<file path="src/rtl/thermo_to_binary_pipe_if.sv">
// Valid/ready bus for the thermometer encoder: the input code stream and
// the encoded binary result stream, sized by the thermometer width N.
interface thermo_to_binary_pipe_if #(
  parameter int N = 7
);
  localparam int BW = $clog2(N + 1);

  logic [N-1:0]  in_code;
  logic          in_valid;
  logic          in_ready;
  logic [BW-1:0] out_bin;
  logic          out_err;
  logic          out_valid;
  logic          out_ready;

  // Encoder side: consumes codes, produces results.
  modport slave (
    input  in_code, in_valid, out_ready,
    output in_ready, out_bin, out_err, out_valid
  );

  // Environment side: supplies codes, consumes results.
  modport master (
    output in_code, in_valid, out_ready,
    input  in_ready, out_bin, out_err, out_valid
  );
endinterface

</file>
<file path="src/rtl/thermo_to_binary_pipe.sv">
// Two-stage thermometer-to-binary encoder with optional 3-input majority
// bubble correction, illegal-code flagging and valid/ready flow control.
// S1 holds the corrected code; S2 holds the popcount and the error flag.
// A saturating counter tallies errored words handed downstream.
module thermo_to_binary_pipe #(
  parameter int N          = 7,
  parameter bit BUBBLE_FIX = 1'b1
) (
  input  logic                    clk,
  input  logic                    rst,
  thermo_to_binary_pipe_if.slave  bus,
  input  logic                    err_clr,
  output logic [15:0]             err_count
);

  localparam int BW = $clog2(N + 1);

  // Corrected code feeding S1.
  logic [N-1:0]  corr_code;
  logic [N-1:0]  s1_code;
  logic          s1_valid;

  // S1 -> S2 combinational results.
  logic [BW-1:0] pop_count;
  logic          code_bad;

  // S2 registered outputs.
  logic [BW-1:0] bin_q;
  logic          err_q;
  logic          out_valid_q;

  // Handshake terms.
  logic          s2_adv;
  logic          s1_adv;
  logic          in_fire;
  logic          out_fire;

  // ---------------------------------------------------------------------
  // Bubble correction. The code is padded with a forced 1 below bit 0 and
  // a forced 0 above bit N-1 so the end comparators vote like the middle.
  // ---------------------------------------------------------------------
  generate
    if (BUBBLE_FIX) begin : g_fix
      logic [N+1:0] padded;
      assign padded = {1'b0, bus.in_code, 1'b1};

      // Majority of each bit with its two neighbours.
      always_comb begin
        // NOTE: default first so every path assigns corr_code and no latch is inferred.
        corr_code = '0;
        for (int k = 0; k < N; k++) begin
          corr_code[k] = (padded[k]   & padded[k+1]) |
                         (padded[k+1] & padded[k+2]) |
                         (padded[k]   & padded[k+2]);
        end
      end
    end else begin : g_bypass
      assign corr_code = bus.in_code;
    end
  endgenerate

  // ---------------------------------------------------------------------
  // Flow control. No skid buffer: in_ready is a combinational function of
  // out_ready through the two advance terms.
  // ---------------------------------------------------------------------
  assign s2_adv       = !out_valid_q || bus.out_ready;
  assign s1_adv       = !s1_valid || s2_adv;
  assign bus.in_ready = s1_adv && !rst;
  assign in_fire      = bus.in_valid && bus.in_ready;
  assign out_fire     = out_valid_q && bus.out_ready;

  // ---------------------------------------------------------------------
  // Legality check and popcount on the S1 code. A legal code is a run of
  // ones from bit 0 upward; any 1 sitting above a 0 breaks it.
  // ---------------------------------------------------------------------
  // Count ones and look for a 0->1 step going upward.
  always_comb begin
    pop_count = '0;
    code_bad  = 1'b0;
    for (int k = 0; k < N; k++) begin
      pop_count = pop_count + BW'(s1_code[k]);
    end
    for (int k = 1; k < N; k++) begin
      if (s1_code[k] && !s1_code[k-1]) begin
        code_bad = 1'b1;
      end
    end
  end

  // ---------------------------------------------------------------------
  // Stage 1: capture the corrected code when the stage can advance.
  // ---------------------------------------------------------------------
  // S1 valid flag and data register.
  always_ff @(posedge clk) begin
    if (rst) begin
      s1_valid <= 1'b0;
    end else if (s1_adv) begin
      // NOTE: non-blocking assignments keep every register sampling pre-edge values.
      s1_valid <= bus.in_valid;
    end
    // NOTE: s1_code is not reset; s1_valid qualifies it, so reset logic would be wasted.
    if (in_fire) begin
      s1_code <= corr_code;
    end
  end

  // ---------------------------------------------------------------------
  // Stage 2: register the binary result; hold it while stalled.
  // ---------------------------------------------------------------------
  // S2 output registers.
  always_ff @(posedge clk) begin
    if (rst) begin
      out_valid_q <= 1'b0;
      bin_q       <= '0;
      err_q       <= 1'b0;
    end else if (s2_adv) begin
      out_valid_q <= s1_valid;
      if (s1_valid) begin
        bin_q <= pop_count;
        err_q <= code_bad;
      end
    end
  end

  assign bus.out_valid = out_valid_q;
  assign bus.out_bin   = bin_q;
  assign bus.out_err   = err_q;

  // ---------------------------------------------------------------------
  // Errored-word counter: counts delivered errored words, sticks at the
  // top value, and a clear wins over a same-cycle increment.
  // ---------------------------------------------------------------------
  // Saturating error counter with priority clear.
  always_ff @(posedge clk) begin
    if (rst) begin
      err_count <= '0;
    end else if (err_clr) begin
      err_count <= '0;
    end else if (out_fire && err_q && (err_count != 16'hFFFF)) begin
      err_count <= err_count + 16'd1;
    end
  end

endmodule

</file>
<file path="src/flat_wrapper.sv">
// flat-port wrapper written by rule: the top's interface ports become plain ports
module thermo_to_binary_pipe_flat 
#(
  parameter int N          = 7,
  parameter bit BUBBLE_FIX = 1'b1
)
  (clk, rst, err_clr, err_count, bus_in_code, bus_in_valid, bus_out_ready, bus_in_ready, bus_out_bin, bus_out_err, bus_out_valid);
  thermo_to_binary_pipe_if #(.N(N)) bus_i ();
  input  logic clk;
  input  logic rst;
  input  logic err_clr;
  output logic [15:0] err_count;
  input wire logic [$bits(bus_i.in_code)-1:0] bus_in_code;
  input wire logic [$bits(bus_i.in_valid)-1:0] bus_in_valid;
  input wire logic [$bits(bus_i.out_ready)-1:0] bus_out_ready;
  output wire logic [$bits(bus_i.in_ready)-1:0] bus_in_ready;
  output wire logic [$bits(bus_i.out_bin)-1:0] bus_out_bin;
  output wire logic [$bits(bus_i.out_err)-1:0] bus_out_err;
  output wire logic [$bits(bus_i.out_valid)-1:0] bus_out_valid;
  assign bus_i.in_code = bus_in_code;
  assign bus_i.in_valid = bus_in_valid;
  assign bus_i.out_ready = bus_out_ready;
  assign bus_in_ready = bus_i.in_ready;
  assign bus_out_bin = bus_i.out_bin;
  assign bus_out_err = bus_i.out_err;
  assign bus_out_valid = bus_i.out_valid;
  thermo_to_binary_pipe #(.N(N), .BUBBLE_FIX(BUBBLE_FIX)) u_core (.clk(clk), .rst(rst), .bus(bus_i), .err_clr(err_clr), .err_count(err_count));
endmodule
</file>
<file path="config.mk">
export PLATFORM = sky130hd
export DESIGN_NAME = thermo_to_binary_pipe_flat
export DESIGN_NICKNAME = d
export VERILOG_FILES = /design/src/rtl/thermo_to_binary_pipe_if.sv /design/src/rtl/thermo_to_binary_pipe.sv /design/src/flat_wrapper.sv
export SDC_FILE = /design/constraint.sdc
export NUM_CORES = 1
export LEC_CHECK = 0
export ABC_AREA = 1
export ABC_CLOCK_PERIOD_IN_PS = 2700
export CAP_MARGIN = 5
export CELL_PAD_IN_SITES_DETAIL_PLACEMENT = 1
export CELL_PAD_IN_SITES_GLOBAL_PLACEMENT = 1
export CORE_MARGIN = 5
export CORE_UTILIZATION = 33
export DETAILED_ROUTE_END_ITERATION = 6
export MAX_ROUTING_LAYER = met4
export PLACE_DENSITY = 0.86
export REMOVE_ABC_BUFFERS = 1
export SLEW_MARGIN = 20
export SYNTH_ARGS = -nofsm -noshare
export SYNTH_HDL_FRONTEND = slang
export SYNTH_SLANG_ARGS = --single-unit
</file>
<file path="constraint.sdc">
create_clock -name clk -period 2.7 [get_ports clk]
set_input_delay 0.405 -clock clk [delete_from_list [all_inputs] [get_ports clk]]
set_output_delay 0.405 -clock clk [all_outputs]
set_load 0.01 [all_outputs]
</file>
Word level (Yosys, flattened, before mapping) --
Index checks and enable logic that the tools add are counted.
Cells by class: add/subtract/negate cells 7, bitwise logic cells 23, reductions and logical operators 24, equal/unequal tests 1, mux-type cells 6
Operators by type and width (count):
- adder 16 x 1 -> 16 bit (second input constant) | 1
- inequality test 16 bit (second input constant) | 1
- adder 3 x 1 -> 3 bit | 5
- OR 1 bit | 12
- AND 1 bit | 11
- logical AND 1 bit | 11
- logical NOT 1 bit | 9
- two-way mux 1 bit | 6
- adder 1 x 1 -> 2 bit | 1
- logical OR 1 bit | 2
- AND reduction 2 bit | 1
- OR reduction 2 bit | 1
Storage, ports and cells: input bits 12, flip-flop bits (word level) 29, output and inout port bits 22, word-level logic and storage cells 67

Depth between registers and ports, before layout --
word-level depth 8, gate-level depth with buffers 9, depth with buffers taken out 9

Least setup slack after synthesis --
No wires, ideal clock.
kind flip-flop to flip-flop, start reg u_core.s1_code[1], end reg u_core.bin_q[1], in the netlist u_core.bus.out_bin[1], period minus slack after synthesis 2.560 ns, stages on the path, launching flop included 10, setup slack 0.140 ns, required time 2.584 ns, data arrival time 2.444 ns, buffers on the path 0, library setup time 0.116 ns, path through edfxtp_1 ha_1 inv_1 fa_1 fa_1 inv_1 ha_1 fa_1 o21ai_0 nor2_1
On the way: cells in the longest elaborated chain, start to end 6
RTL lines:
- start: declaration | line thermo_to_binary_pipe.sv:20 | logic [N-1:0] s1_code;
- start signal: assignment | line thermo_to_binary_pipe.sv:103 | s1_code <= corr_code;
- adder 1 x 1 -> 2 bit | line thermo_to_binary_pipe.sv:81 | pop_count = pop_count + BW'(s1_code[k]);
- adder 3 x 1 -> 3 bit (5 in series) | line thermo_to_binary_pipe.sv:81
- named net u_core.pop_count[1] | line thermo_to_binary_pipe.sv:24 | logic [BW-1:0] pop_count;
- end signal: assignment | line thermo_to_binary_pipe.sv:119 | bin_q <= pop_count;
- end: declaration | line thermo_to_binary_pipe.sv:28 | logic [BW-1:0] bin_q;
The timed path passes the listed nets, and every way through them passes these cells. A chain may end at the register's enable or synchronous reset.

Final worst setup path --
Same ends and word-level chain as after synthesis.

==> key figures <==
Status
  – Status: complete, no violations

Flow run
  – Max-cap viol count: 0

Floorplanning
  – Die area: 6600 sq um
  – Die width: approximately 81 microns
  – Die Height: 81.3 microns
  – Top Ports: 34
  – Core area: 5010 sq um
  – Initial Util: 0.334
  – Row cnt: 26

Timing
  – Slew headroom: 0.609
  – Setup violators final: 0
  – Crit path time final: 2.65 ns
  – FMAX: roughly 380 MHz
  – Endpoints failing hold: 0
  – Final period util: 0.983
  – TNS Setup: 0 ns
  – Worst slew pin tran: just under 0.6 ns
  – RSZ-0062 raised after global routing: yes
  – Final Skew: ~0.0037 ns
  – Max Slew Vio Count: 0

Power
  – P_leak: 0.000835 uW
  – Cell Pwr Density: 426 nW/um^2
  – Worst IR Drop VDD: 0.218 mV

Global route
  – Largest net degree at the start of global routing: 17
  – Total Routing Usage GR: 0.158
  – Number of global-route vias before repair: 1,730
  – First-pass GRT wire length: 7750 microns
  – Gr ovfl total: 0
  – Initial antenna violation count: 0

Logic synthesis
  – Top cells by area, synth: dfxtp_1, edfxtp_1, nor2_1
  – Top cell type by total area after synthesis: dfxtp_1
  – Most frequent cell after synthesis: nor2_1
  – Synth cell count leaders: nor2_1, nand2_1, inv_1
  – Synth Warn #: 0
  – Number of synthesized flops with an enable pin: 7
  – Synth Area per Inst: 7.41 sq um
  – Ys async rst share: 0
  – Post-synth cell types: 29
  – Seq cells post-synth: 29
  – Gate Count Post-Synth: around 230
  – Synth Cell Area: 1680 sq um
  – Seq/Total Area, Yosys: 0.388
  – Synth top area share: 0.263
  – Post-synth top flop: dfxtp_1

Setup path
  – Crit path DAT: approximately 2.9 ns
  – Crit path required time: 2.93 ns
  – Worst setup EP type: flop
  – Max FO, Critical Path: 2
  – Worst R2R Setup Slack: between 0.04 and 0.05 ns
  – RR Startpoint: u_core.s1_code[1]$_DFFE_PP_
  – Worst Setup EP: u_core.bus.out_bin[1]$_SDFFE_PP0P_
  – RR Endpoint: u_core.bus.out_bin[1]$_SDFFE_PP0P_
  – CP startpoint: u_core.s1_code[1]$_DFFE_PP_
  – Startpoint Class: flop
  – FF-to-FF path depth: 9
  – Worst Path Class, Setup: reg -> reg

Clock network
  – Clock buffer count from CTS: 5
  – Clk_lat worst skew: about 0.29 ns
  – Deepest clock path buffer count: 2
  – Clock net sink count: 29
  – CTS Root Cell: clkbuf_8
  – CTS H-tree depth: 2
  – Clock transition at path regs: 0.06 ns
  – Cts hold-fix bufs: 0
  – CTS tree: done

Layout
  – Fin nets: 284
  – Area Overhead vs Synth: 30.8%
  – Reg area: around 650 sq um
  – Share of cells above drive strength 1: 0.120
  – Non-filler instance count after layout: between 300 and 400
  – N_diodes: 0
  – Area taken by multi-input logic gates: slightly above 900 sq um
  – Fillers: approximately 650

Route
  – Avg WL per Cell: 13.2 microns
  – Initial DRC Count: 49
  – Vias: 1,590
  – Vias per cell: ~4.7
  – First drt pass iteration count: 4
  – DRC: 0
  – Post-route antenna net violation count: 0
  – DRT Wirelength: 4440 microns

Placement
  – I/O Buffers: 33
  – Placed Cells: 327
  – HPWL after detailed placement: between 3000 and 4000 microns
  – RD Place Congestion: 0.772

Hold path
  – Worst hold path type: reg -> reg
## state kept, by name, indices dropped and copies added (netlist names)
register	flops
u_core.s1_valid	1
u_core.bus.out_err	1
u_core.bus.out_valid	1
u_core.s1_code	7
u_core.bus.out_bin	3
u_core.err_count	16
## kinds of logic after synthesis
group / Yosys count / share of synthesized area
AOI/OAI and AO/OA: 24 / 0.0732
xor gates and xnor gates: 1 / 0.00523
adders and majority gates: 10 / 0.0836
buffers and inverters: 32 / 0.0814
DFF: 29 / 0.388
muxes: 1 / 0.00597
and+or+nand+nor: 129 / 0.362
## through the flow
step | area (sq um) | power, uW | hold slack, ns | util | worst slack [ns]
5_1_grt | 2190 | 981 | 0.519 | 0.437 | -0.0265
2_1_floorplan | 1650 | 531 | 0.445 | - | 0.140
4_1_cts | 2150 | 931 | 0.500 | 0.430 | 0.0162
3_3_place_gp | 2070 | 576 | 0.464 | 0.414 | 0.117
3_5_place_dp | 2070 | 585 | 0.485 | 0.414 | -0.0125
6_report | 2190 | 934 | 0.493 | 0.437 | 0.0451
## layer usage
metal / global-route usage / share of wire / vias up
li1: - / - / 800
met1: 0.170 / 0.42 / 749
met2: 0.274 / 0.52 / 31
met3: 0.0366 / 0.033 / 10
met4: 0.0743 / 0.025 / 0
met5: - / 0 / -
## critical path, cell delays in order (launching register included)
cell	delay, ns
edfxtp_1	0.45
ha_4	0.30
inv_2	0.03
fa_1	0.45
fa_1	0.50
inv_1	0.04
ha_2	0.16
fa_2	0.51
o21ai_1	0.07
nor2_1	0.09
## worst min-delay path by stage
| stage | start | endpoint | slack (ns) | depth (start not counted) |
|---|---|---|---|---|
| 6_report | u_core.s1_valid$_SDFFE_PP0N_ | u_core.bus.out_valid$_SDFFE_PP0P_ | 0.49 | 2 |
| 5_1_grt | u_core.bus.out_bin[0]$_SDFFE_PP0P_ | u_core.bus.out_bin[0]$_SDFFE_PP0P_ | 0.52 | 2 |
| 3_5_place_dp | u_core.bus.out_bin[0]$_SDFFE_PP0P_ | u_core.bus.out_bin[0]$_SDFFE_PP0P_ | 0.48 | 2 |
| 3_3_place_gp | u_core.s1_valid$_SDFFE_PP0N_ | u_core.bus.out_valid$_SDFFE_PP0P_ | 0.46 | 2 |
| 2_1_floorplan | u_core.s1_valid$_SDFFE_PP0N_ | u_core.bus.out_valid$_SDFFE_PP0P_ | 0.44 | 2 |
| 4_1_cts | u_core.bus.out_bin[0]$_SDFFE_PP0P_ | u_core.bus.out_bin[0]$_SDFFE_PP0P_ | 0.50 | 2 |
## area by class of cell
cell class	count	share of cell area
Multi-Input combinational cell	165	0.419
Timing Repair Buffer	35	0.158
Inverter	29	0.0497
Sequential cell	29	0.297
Clock buffer	5	0.0314
Clock inverter	3	0.00571
Tap cell	70	0.0400
## repair_timing
item | in CTS | in global routing
pin swaps | 0 | 3
setup buffers | 0 | 1
resized for setup | 1 | 6
hold endpoints to repair | 0 | 0
setup endpoints to repair | 1 | 2
## where the power goes
group | internal [uW] | total [uW] | switching (uW) | leakage, uW
Sequential | 458 | 467 | 8.57 | 0.000244
Clock | 173 | 347 | 174 | 0.0000430
Combinational | 61.5 | 120 | 58.5 | 0.000548
## cell usage in the layout, fill, tap and decap left out, types with 4 or more instances in the layout
master,netlist,final
nor2_1,46,46
nand2_1,45,45
clkdlybuf4s50_1,0,33
inv_1,28,27
dfxtp_1,22,22
nand3_1,13,13
a21oi_1,12,11
o21ai_0,9,8
edfxtp_1,7,7
clkbuf_8,0,5
nand2_2,4,4
nor2_4,4,4
Power figures use the tool's default switching activity.
